<file path="src/rtl/vector_to_degree_pkg.sv">
// Shared constants, FSM encoding and the first-quadrant magnitude table
// for the 5-degree direction search.
package vector_to_degree_pkg;

  localparam int N_STEPS  = 72;
  localparam int STEP_DEG = 5;
  localparam int SCORE_W  = 19;
  localparam int IDX_W    = 7;
  localparam int MAG_CW   = 7;

  localparam logic signed [SCORE_W-1:0] SCORE_MIN = {1'b1, {(SCORE_W-1){1'b0}}};

  typedef enum logic [1:0] {
    S_IDLE   = 2'd0,
    S_SCAN   = 2'd1,
    S_FINISH = 2'd2
  } state_t;

  // cos(5*idx) scaled by 100, for idx 0..18 (0..90 degrees).
  function automatic logic [MAG_CW-1:0] quarter_mag(input logic [IDX_W-1:0] idx);
    case (idx)
      7'd0:    return 7'd100;
      7'd1:    return 7'd99;
      7'd2:    return 7'd98;
      7'd3:    return 7'd96;
      7'd4:    return 7'd93;
      7'd5:    return 7'd90;
      7'd6:    return 7'd86;
      7'd7:    return 7'd81;
      7'd8:    return 7'd76;
      7'd9:    return 7'd70;
      7'd10:   return 7'd64;
      7'd11:   return 7'd57;
      7'd12:   return 7'd50;
      7'd13:   return 7'd42;
      7'd14:   return 7'd34;
      7'd15:   return 7'd25;
      7'd16:   return 7'd17;
      7'd17:   return 7'd8;
      default: return 7'd0;
    endcase
  endfunction

endpackage

</file>
<file path="src/rtl/angle_step_table.sv">
// Combinational sin/cos lookup for step index 0..71, built by mirroring the
// first-quadrant magnitudes into the other three quadrants.
module angle_step_table
  import vector_to_degree_pkg::*;
(
  input  logic [IDX_W-1:0]  i_index,
  output logic [MAG_CW-1:0] o_cos_mag,
  output logic              o_cos_pos,
  output logic [MAG_CW-1:0] o_sin_mag,
  output logic              o_sin_pos
);

  logic [IDX_W-1:0] w_cos_ref;
  logic [IDX_W-1:0] w_sin_ref;

  // NOTE: every output of this block gets a default first, so no path can
  // leave a value unassigned and infer a latch.
  always_comb begin
    w_cos_ref = i_index;
    w_sin_ref = 7'd18 - i_index;
    o_cos_pos = 1'b1;
    o_sin_pos = 1'b1;
    if (i_index <= 7'd18) begin
      w_cos_ref = i_index;
      w_sin_ref = 7'd18 - i_index;
    end else if (i_index <= 7'd36) begin
      w_cos_ref = 7'd36 - i_index;
      w_sin_ref = i_index - 7'd18;
      o_cos_pos = 1'b0;
    end else if (i_index <= 7'd53) begin
      w_cos_ref = i_index - 7'd36;
      w_sin_ref = 7'd54 - i_index;
      o_cos_pos = 1'b0;
      o_sin_pos = 1'b0;
    end else begin
      w_cos_ref = 7'd72 - i_index;
      w_sin_ref = i_index - 7'd54;
      o_sin_pos = 1'b0;
    end
  end

  assign o_cos_mag = quarter_mag(w_cos_ref);
  assign o_sin_mag = quarter_mag(w_sin_ref);

endmodule

</file>
<file path="src/rtl/vector_to_degree.sv">
// Brute-force direction finder: scores all 72 candidate angles against a
// captured sign-magnitude offset, one per clock, and reports the best one.
module vector_to_degree
  import vector_to_degree_pkg::*;
#(
  parameter int MAG_W = 9,
  parameter int DEG_W = 9,
  parameter int STEPS = N_STEPS
) (
  input  logic             clk,
  input  logic             resetn,
  input  logic             start,
  input  logic [MAG_W-1:0] dx,
  input  logic             dxSign,
  input  logic [MAG_W-1:0] dy,
  input  logic             dySign,
  output logic [DEG_W-1:0] degree,
  output logic             done,
  output logic             busy,
  output logic             zero
);

  state_t                     r_state;
  logic [IDX_W-1:0]           r_k;
  logic signed [SCORE_W-1:0]  r_best_score;
  logic [IDX_W-1:0]           r_best_idx;
  logic                       r_zero_next;
  logic [MAG_W-1:0]           r_dx;
  logic                       r_dx_sign;
  logic [MAG_W-1:0]           r_dy;
  logic                       r_dy_sign;
  logic [DEG_W-1:0]           r_degree;
  logic                       r_done;
  logic                       r_busy;
  logic                       r_zero;

  logic [MAG_CW-1:0]          w_cos_mag;
  logic [MAG_CW-1:0]          w_sin_mag;
  logic                       w_cos_pos;
  logic                       w_sin_pos;
  logic [SCORE_W-1:0]         w_cos_prod;
  logic [SCORE_W-1:0]         w_sin_prod;
  logic signed [SCORE_W-1:0]  w_cos_term;
  logic signed [SCORE_W-1:0]  w_sin_term;
  logic signed [SCORE_W-1:0]  w_score;
  logic [DEG_W-1:0]           w_degree;

  angle_step_table u_table (
    .i_index   (r_k),
    .o_cos_mag (w_cos_mag),
    .o_cos_pos (w_cos_pos),
    .o_sin_mag (w_sin_mag),
    .o_sin_pos (w_sin_pos)
  );

  // A term is positive when the table sign agrees with the input sign.
  assign w_cos_prod = SCORE_W'(w_cos_mag) * SCORE_W'(r_dx);
  assign w_sin_prod = SCORE_W'(w_sin_mag) * SCORE_W'(r_dy);
  assign w_cos_term = (w_cos_pos ~^ r_dx_sign) ? $signed(w_cos_prod) : -$signed(w_cos_prod);
  assign w_sin_term = (w_sin_pos ~^ r_dy_sign) ? $signed(w_sin_prod) : -$signed(w_sin_prod);
  assign w_score    = w_cos_term + w_sin_term;

  // index * 5 as (index << 2) + index.
  assign w_degree = DEG_W'({r_best_idx, 2'b00}) + DEG_W'(r_best_idx);

  // NOTE: all state here updates with non-blocking assignments so every
  // register samples the pre-edge values of the others.
  always_ff @(posedge clk or negedge resetn) begin
    if (!resetn) begin
      r_state      <= S_IDLE;
      r_k          <= '0;
      r_best_score <= '0;
      r_best_idx   <= '0;
      r_zero_next  <= 1'b0;
      r_dx         <= '0;
      r_dx_sign    <= 1'b0;
      r_dy         <= '0;
      r_dy_sign    <= 1'b0;
      r_degree     <= '0;
      r_done       <= 1'b0;
      r_busy       <= 1'b0;
      r_zero       <= 1'b0;
    end else begin
      case (r_state)
        S_IDLE: begin
          if (start) begin
            r_dx       <= dx;
            r_dx_sign  <= dxSign;
            r_dy       <= dy;
            r_dy_sign  <= dySign;
            r_busy     <= 1'b1;
            r_best_idx <= '0;
            if (dx == '0 && dy == '0) begin
              r_zero_next <= 1'b1;
              r_state     <= S_FINISH;
            end else begin
              r_zero_next  <= 1'b0;
              r_k          <= '0;
              r_best_score <= SCORE_MIN;
              r_state      <= S_SCAN;
            end
          end
        end

        S_SCAN: begin
          if (w_score > r_best_score) begin
            r_best_score <= w_score;
            r_best_idx   <= r_k;
          end
          if (r_k == IDX_W'(STEPS - 1)) begin
            r_state <= S_FINISH;
          end else begin
            r_k <= r_k + 1'b1;
          end
        end

        S_FINISH: begin
          // First edge publishes the result; the second retires the pulse.
          if (!r_done) begin
            r_degree <= w_degree;
            r_zero   <= r_zero_next;
            r_done   <= 1'b1;
          end else begin
            r_done  <= 1'b0;
            r_busy  <= 1'b0;
            r_state <= S_IDLE;
          end
        end

        default: r_state <= S_IDLE;
      endcase
    end
  end

  assign degree = r_degree;
  assign done   = r_done;
  assign busy   = r_busy;
  assign zero   = r_zero;

endmodule

</file>
<file path="config.mk">
export PLATFORM = sky130hd
export DESIGN_NAME = vector_to_degree
export DESIGN_NICKNAME = d
export VERILOG_FILES = /design/src/rtl/vector_to_degree_pkg.sv /design/src/rtl/angle_step_table.sv /design/src/rtl/vector_to_degree.sv
export SDC_FILE = /design/constraint.sdc
export NUM_CORES = 1
export LEC_CHECK = 0
export CORE_UTILIZATION = 35
export DETAILED_ROUTE_END_ITERATION = 16
export PLACE_DENSITY_LB_ADDON = 0.1
export SETUP_SLACK_MARGIN = 0.2
export SLEW_MARGIN = 20
export SYNTH_ARGS = -nofsm -noshare
export SYNTH_HDL_FRONTEND = slang
export SYNTH_SLANG_ARGS = --single-unit
</file>
<file path="constraint.sdc">
create_clock -name clk -period 20.4 [get_ports clk]
set_input_delay 4.08 -clock clk [delete_from_list [all_inputs] [get_ports clk]]
set_output_delay 4.08 -clock clk [all_outputs]
set_load 0.05 [all_outputs]
</file>
==> results.txt, run 1 <==
----------------------------------------------------
[Status]
  Status ... finished, final reports clean

[Critical path]
  Slowest stage delay, CP ... 710 ps
  Worst setup path end ... r_best_idx[1]
  Critical path start-end classification ... flop to flop
  Worst flop-to-flop path endpoint ... r_best_idx[1]
  Crit path DAT ... 12570 ps
  Worst setup startpoint ... r_k[0]
  Worst Setup Start Kind ... flop
  Required time of the worst setup path ... 20660 ps
  Most common cell on crit path ... inv_1
  Worst-case reg-to-reg path depth ... 43
  Critical path's slowest cell ... a2111oi_0
  Crit Reg-Reg Startpoint ... r_k[0]
  Critical path peak fanout ... 23
  Type of element capturing the critical path ... flop
  Internal reg-to-reg setup slack ... between 8000 and 9000 ps

[Synth]
  Sequential fraction of the synthesis area ... 16.6%
  Cell accounting for the most synthesized area ... dfrtp_1
  Average footprint of a synthesized cell ... approximately 8.5 sq um
  Syn. warnings ... 0
  Synthesis-stage register bit count ... 68
  Fraction of synthesis flops using an asynchronous set or reset pin ... between 90% and 100%
  Mapped Cells ... ~1200
  Number of nets in the synthesized netlist ... 1432
  Cell area after synthesis ... 10300 sq um
  Fraction of post-synthesis cell area in the top cell type by area ... 16.6%
  Synth unique cells ... 77
  Number of enable flip-flop cells after synthesis ... 0
  Cell types occupying the most area after synthesis ... dfrtp_1 (17%), ha_1 (16%), fa_1 (14%)
  Commonest register cell after synthesis ... dfrtp_1

[Route]
  Routed Wire Length ... 27600 microns
  Avg Vias per Cell ... 5.31
  Antenna Nets Post-Route ... 0
  Wirelength per Cell ... approximately 17 microns
  First-pass iteration count of the detailed router ... 4
  Detailed-route DRC error count ... 0
  Via count ... 8597
  DRC marker count from the first detailed-route iteration ... 474

[Clock network]
  Sink Count ... 68
  Quantity of gates resized following cts ... 0
  Reg clk slew, reported paths ... 60 ps
  Post-CTS setup buffer count ... 0
  Clock root buffer ... clkbuf_16
  Number of buffers added by the clock tree synthesis step ... 9
  Clk_lat worst skew ... around 350 ps
  CTS Hold Bufs ... 0
  CTS H-Tree Depth ... 3
  Maximum buffer depth of the clock tree ... 2
  Clock tree from TritonCTS ... built

[STA]
  Least-Margin Pin Slew ... just under 1000 ps
  Setup tns final ... 0 ps
  Final WS setup ... 8090 ps
  Setup-failing EPs final ... 0
  Max_slew headroom ... 34.2%
  Worst clock skew ... 10.1 ps
  Pins Over Slew Limit ... 0
  Final worst-path cycle share ... 60.3%
  RSZ-0062 raised after global routing ... false
  Fmax ... about 80 MHz
  Crit path time final ... 12310 ps
  Final number of hold-violating endpoints ... 0

[GRT]
  First-pass GRT wire length ... 45600 microns
  GR met3 Demand/Resource ... 2.50%
  Global-route track usage on met1 ... 26.3%
  Global route hottest layer ... met2
  Pin count of the biggest net entering global routing ... 49
  Grt ovf ... 0
  Global-route total usage across every layer ... between 10% and 20%
  Global routing usage on met2 ... 31.2%
  Number of global-route vias before repair ... ~8700
  Antenna violations before repair ... 0

[Job]
  Total of max-cap violations ... 0

[Final layout]
  Number of nets in the layout ... 1457
  Number of antenna diodes ... 0
  Filler Cell Count ... ~3000
  Final Util ... 39.5%
  Fraction of layout cells with a size suffix above 1 ... 4.94%
  Layout overhead on the synthesized area ... 10.7%

[Worst hold path]
  Worst Hold Class ... flop to flop

[Floorplanning]
  FP Rows ... 62
  Die area ... 30000 sq um
  Die height ... 173 microns
  Core ar. ... 28800 sq um
  Overall die width ... about 170 microns
  Starting Density ... 35.7%
  Total I/O pin count ... 35

[Placed design]
  Routability Congestion ... 0.886
  DP HPWL ... 22300 microns
  Pre-CTS WS ... 8060 ps
  IO buf count ... 34

----------------------------------------------------
[through the flow]
| step | hold WS, ps | instances | area [sq um] |
|---|---|---|---|
| after floorplan | 462 | 1206 | 10300 |
| after global placement | 462 | 1604 | 11000 |
| after detailed placement | 469 | 1604 | 11000 |
| after CTS | 484 | 1619 | 11400 |
| after global routing | 504 | 1619 | 11400 |
| final | 474 | 1619 | 11400 |
[Yosys cell counts, drive strengths merged, types with 6 or more instances]
master	n
or3	8
o31ai	7
o21bai	8
and4	6
nand3	21
dfrtp	68
fa	70
o21ai	83
ha	133
a21oi	60
buf	7
mux2	17
clkbuf	20
nand4	17
inv	123
a31oi	8
mux2i	18
a41oi	6
nor2	79
o21a	11
nand2	101
nor4	9
and2	75
and3	9
o211ai	10
xor2	31
nor3	35
nor2b	16
xnor2	50
a211oi	8
a21o	21
[final cells by class]
cell class | count | area, sq um | area share, %
flip-flops and latches | 68 | 1700 | 15.0
inverters | 123 | 462 | 4.06
clock buffers | 9 | 225 | 1.98
well taps | 384 | 480 | 4.23
repair buffers | 41 | 390 | 3.44
clock inverters | 6 | 113 | 0.991
multi-input cells | 988 | 7990 | 70.3
[state kept, by name, indices dropped and copies added (netlist names)]
register      flops
r_best_score     19
degree            9
r_dx              9
r_dy              9
r_best_idx        7
r_k               7
r_state           2
busy              1
done              1
r_dx_sign         1
r_dy_sign         1
r_zero_next       1
zero              1
[metal layers]
layer | part of all wire, % | up-vias | wire, microns
met5 | 0 | - | 0
met1 | 50 | 4163 | 13700
met4 | 1.7 | 0 | 474
met3 | 2.7 | 28 | 739
li1 | - | 4255 | -
met2 | 46 | 151 | 12700
[worst max-delay path, delay by kind of cell (launching register included)]
family                   cells  cell delay (ps)
flip-flops                   1              630
AND/OR/NAND/NOR             12             2260
adder cells (fa/ha/maj)      8             3570
XOR/XNOR                     2              690
AO/OA/AOI/OAI               13             3910
buffers and inverters        6              700
multiplexers                 2              470
[placed cells by master, fill, tap and decap left out, types with 11 or more instances in the layout]
| cell type | Yosys | routed |
|---|---|---|
| nor3_1 | 35 | 34 |
| mux2i_1 | 18 | 18 |
| nor2_1 | 79 | 79 |
| and2_1 | 72 | 72 |
| xor2_1 | 31 | 31 |
| nor2b_1 | 16 | 16 |
| inv_1 | 123 | 123 |
| a21oi_1 | 60 | 60 |
| mux2_2 | 17 | 17 |
| clkdlybuf4s50_1 | 0 | 33 |
| fa_1 | 70 | 70 |
| nand2_1 | 100 | 100 |
| ha_1 | 133 | 133 |
| dfrtp_1 | 68 | 68 |
| xnor2_1 | 50 | 50 |
| nand4_1 | 17 | 17 |
| o21ai_0 | 82 | 82 |
| a21o_1 | 21 | 21 |
| o21a_1 | 11 | 11 |
| nand3_1 | 20 | 20 |
[cell families after synthesis]
kind of cell,count (synthesis),synth area share (%)
DFF,68,16.6
muxes,35,3.62
AOI/OAI and AO/OA,277,18.0
buffers and inverters,150,5.63
adders and majority gates,203,29.9
xor gates and xnor gates,82,7.13
and+or+nand+nor,391,19.1
[worst min path at each step]
stage,cells past startpoint,start,endpoint
CTS,2,degree[5],degree[5]
global placement,2,degree[3],degree[3]
floorplan,2,r_zero_next,r_zero_next
finish,2,degree[3],degree[3]
global route,2,degree[3],degree[3]
detailed placement,2,degree[5],degree[5]
Power of run 1 is not shown: default switching activity piles up to over one toggle a cycle in this logic, so the estimate is an artifact.
==> run 2, diff against run 1 <==
==> constraint.sdc (replaced) <==
create_clock -name clk -period 10.5 [get_ports clk]
set_input_delay 2.1 -clock clk [delete_from_list [all_inputs] [get_ports clk]]
set_output_delay 2.1 -clock clk [all_outputs]
set_load 0.05 [all_outputs]
==> run 2 against run 1 <==
Against the previous run:
- via count increased by 10%
- critical path depth increased by 1
- final area increased by 26%
- non-clock buffer count is 221 higher
- largest cell class unchanged
- critical endpoint is now r_best_score[18]
- critical path type unchanged
==> results.txt, run 2 (synthesis gave the netlist of run 1 again) <==
----------------------------------------------------
[Route]
  Avg Vias per Cell ... 5.14 (-3.2%)
  Detailed-route DRC error count ... 0 (unchanged)
  Antenna Nets Post-Route ... 0 (unchanged)
  Via count ... 9460 (+10%)
  Routed Wire Length ... 30400 microns (+10%)
  DRC marker count from the first detailed-route iteration ... 423 (-11%)
  Wirelength per Cell ... 16.5 microns (-3.2%)
  First-pass iteration count of the detailed router ... 5 (+1)

[STA]
  RSZ-0062 raised after global routing ... true
  Fmax ... 99.0 MHz (+22%)
  Crit path time final ... 10100 ps (-2210 ps)
  Final WS setup ... 404 ps (-7690 ps)
  Max_slew headroom ... 35.5% (+1.2 points)
  Final number of hold-violating endpoints ... 0 (unchanged)
  Final worst-path cycle share ... 96.2% (+36 points)
  Pins Over Slew Limit ... 0 (unchanged)
  Setup-failing EPs final ... 0 (unchanged)
  Worst clock skew ... 14.1 ps (+4.00 ps)
  Least-Margin Pin Slew ... 961 ps (-25.3 ps)

[Clock network]
  Sink Count ... 68 (unchanged)
  CTS Hold Bufs ... 0 (unchanged)
  Number of buffers added by the clock tree synthesis step ... 9 (unchanged)
  Clk_lat worst skew ... 350 ps (about the same)
  CTS H-Tree Depth ... 3 (unchanged)
  Clock tree from TritonCTS ... built
  Clock root buffer ... clkbuf_16
  Reg clk slew, reported paths ... 70 ps (about the same)
  Maximum buffer depth of the clock tree ... 2 (unchanged)

[Placed design]
  Pre-CTS WS ... -326 ps (-8390 ps)
  IO buf count ... 34 (unchanged)
  Routability Congestion ... 0.921 (+4.0%)
  DP HPWL ... 23500 microns (+5.2%)

[GRT]
  Global-route total usage across every layer ... 19.8% (+0.90 points)
  Antenna violations before repair ... 0 (unchanged)
  Pin count of the biggest net entering global routing ... 69 (+41%)
  Number of global-route vias before repair ... 9261 (+6.9%)
  Grt ovf ... 0 (unchanged)
  First-pass GRT wire length ... 48100 microns (+5.4%)

[Floorplanning]
  FP Rows ... 62 (unchanged)
  Core ar. ... 28800 sq um (unchanged)
  Overall die width ... 173 microns (unchanged)
  Total I/O pin count ... 35 (unchanged)
  Die height ... 173 microns (unchanged)
  Starting Density ... 35.7% (unchanged)
  Die area ... 30000 sq um (unchanged)

[Critical path]
  Crit path DAT ... 10330 ps (-2240 ps)
  Critical path start-end classification ... flop to flop
  Required time of the worst setup path ... 10730 ps (-9930 ps)
  Critical path's slowest cell ... fa_1
  Slowest stage delay, CP ... 530 ps (-180 ps)
  Critical path peak fanout ... 7 (-70%)
  Most common cell on crit path ... buf_4
  Worst Setup Start Kind ... flop
  Type of element capturing the critical path ... flop

[Final layout]
  Number of antenna diodes ... 0 (unchanged)
  Largest reg by FF count ... r_best_score
  Filler Cell Count ... 2787 (-5.8%)
  Layout overhead on the synthesized area ... 39.8%
  Area of combinational cells with multiple inputs ... 9250 sq um (+16%)
  Sequential standard cell area ... 1700 sq um (+0.15%)
  Fraction of layout cells with a size suffix above 1 ... 32.9% (+28 points)
  Max FFs per register ... 19 (unchanged)
  Top library cells by usage in the layout, fill and taps aside ... buf_4 (206), inv_1 (113), ha_1 (108)
  Number of nets in the layout ... 1678 (+15%)
  Commonest non-fill, non-tap cell in the layout ... buf_4

[Status]
  Status ... finished, final reports clean

[Job]
  Total of max-cap violations ... 0 (unchanged)

[Worst hold path]
  Worst Hold Class ... flop to flop

----------------------------------------------------
run 2: worst max-delay path, delay by kind of cell, from the launching register on:
family / cells / cell delay (ps)
buffers and inverters: 9 / 1200
flip-flops: 1 / 460
adder cells (fa/ha/maj): 8 / 2950
AND/OR/NAND/NOR: 8 / 1700
AO/OA/AOI/OAI: 15 / 2800
XOR/XNOR: 3 / 620
multiplexers: 1 / 240
run 2: worst paths after layout:
check / from / depth (start not counted) / slack [ps] / end
min in group asynchronous: resetn / 1 / 1870 / r_dx_sign
setup / recovery: r_k[1] / 44 / 400 / r_best_score[18]
hold reg to reg: degree[5] / 2 / 480 / degree[5]
setup reg to reg: r_k[1] / 44 / 400 / r_best_score[18]
hold / removal: degree[5] / 2 / 480 / degree[5]
max in group asynchronous: resetn / 1 / 7950 / r_k[1]
run 2: area by class of cell:
cell class                      count  area share (%)
Clock buffer                        9            1.57
Clock inverter                      7           0.567
Inverter                          123            3.24
Multi-Input combinational cell    988            64.5
Sequential cell                    68            11.9
Tap cell                          384            3.35
Timing Repair Buffer              262            14.9
run 2: stage by stage:
step	TNS (ps)	utilization (%)	area, sq um	std cells	hold slack [ps]
detailed placement	-7080	42.5	12200	1759	470
finish	0	49.8	14300	1841	479
global route	-149	49.8	14300	1841	510
CTS	0	45.0	13000	1799	486
floorplan	0	-	10300	1206	462
global placement	-3630	42.5	12200	1759	463
run 2: what timing repair did:
item	in CTS	in global routing
cloned	1	0
setup buffers	23	42
gates resized for setup	58	246
endpoints found under the setup margin	26	26
pin swaps	37	141
run 2: routing by layer:
layer / global-route usage (%) / routed length, microns / share of wire, %
met1: 27.2 / 14600 / 48
met2: 34.3 / 15100 / 50
met3: 2.04 / 500 / 1.6
met4: 3.13 / 207 / 0.68
met5: 0 / 0 / 0
Power of run 2 is left out for the same reason.
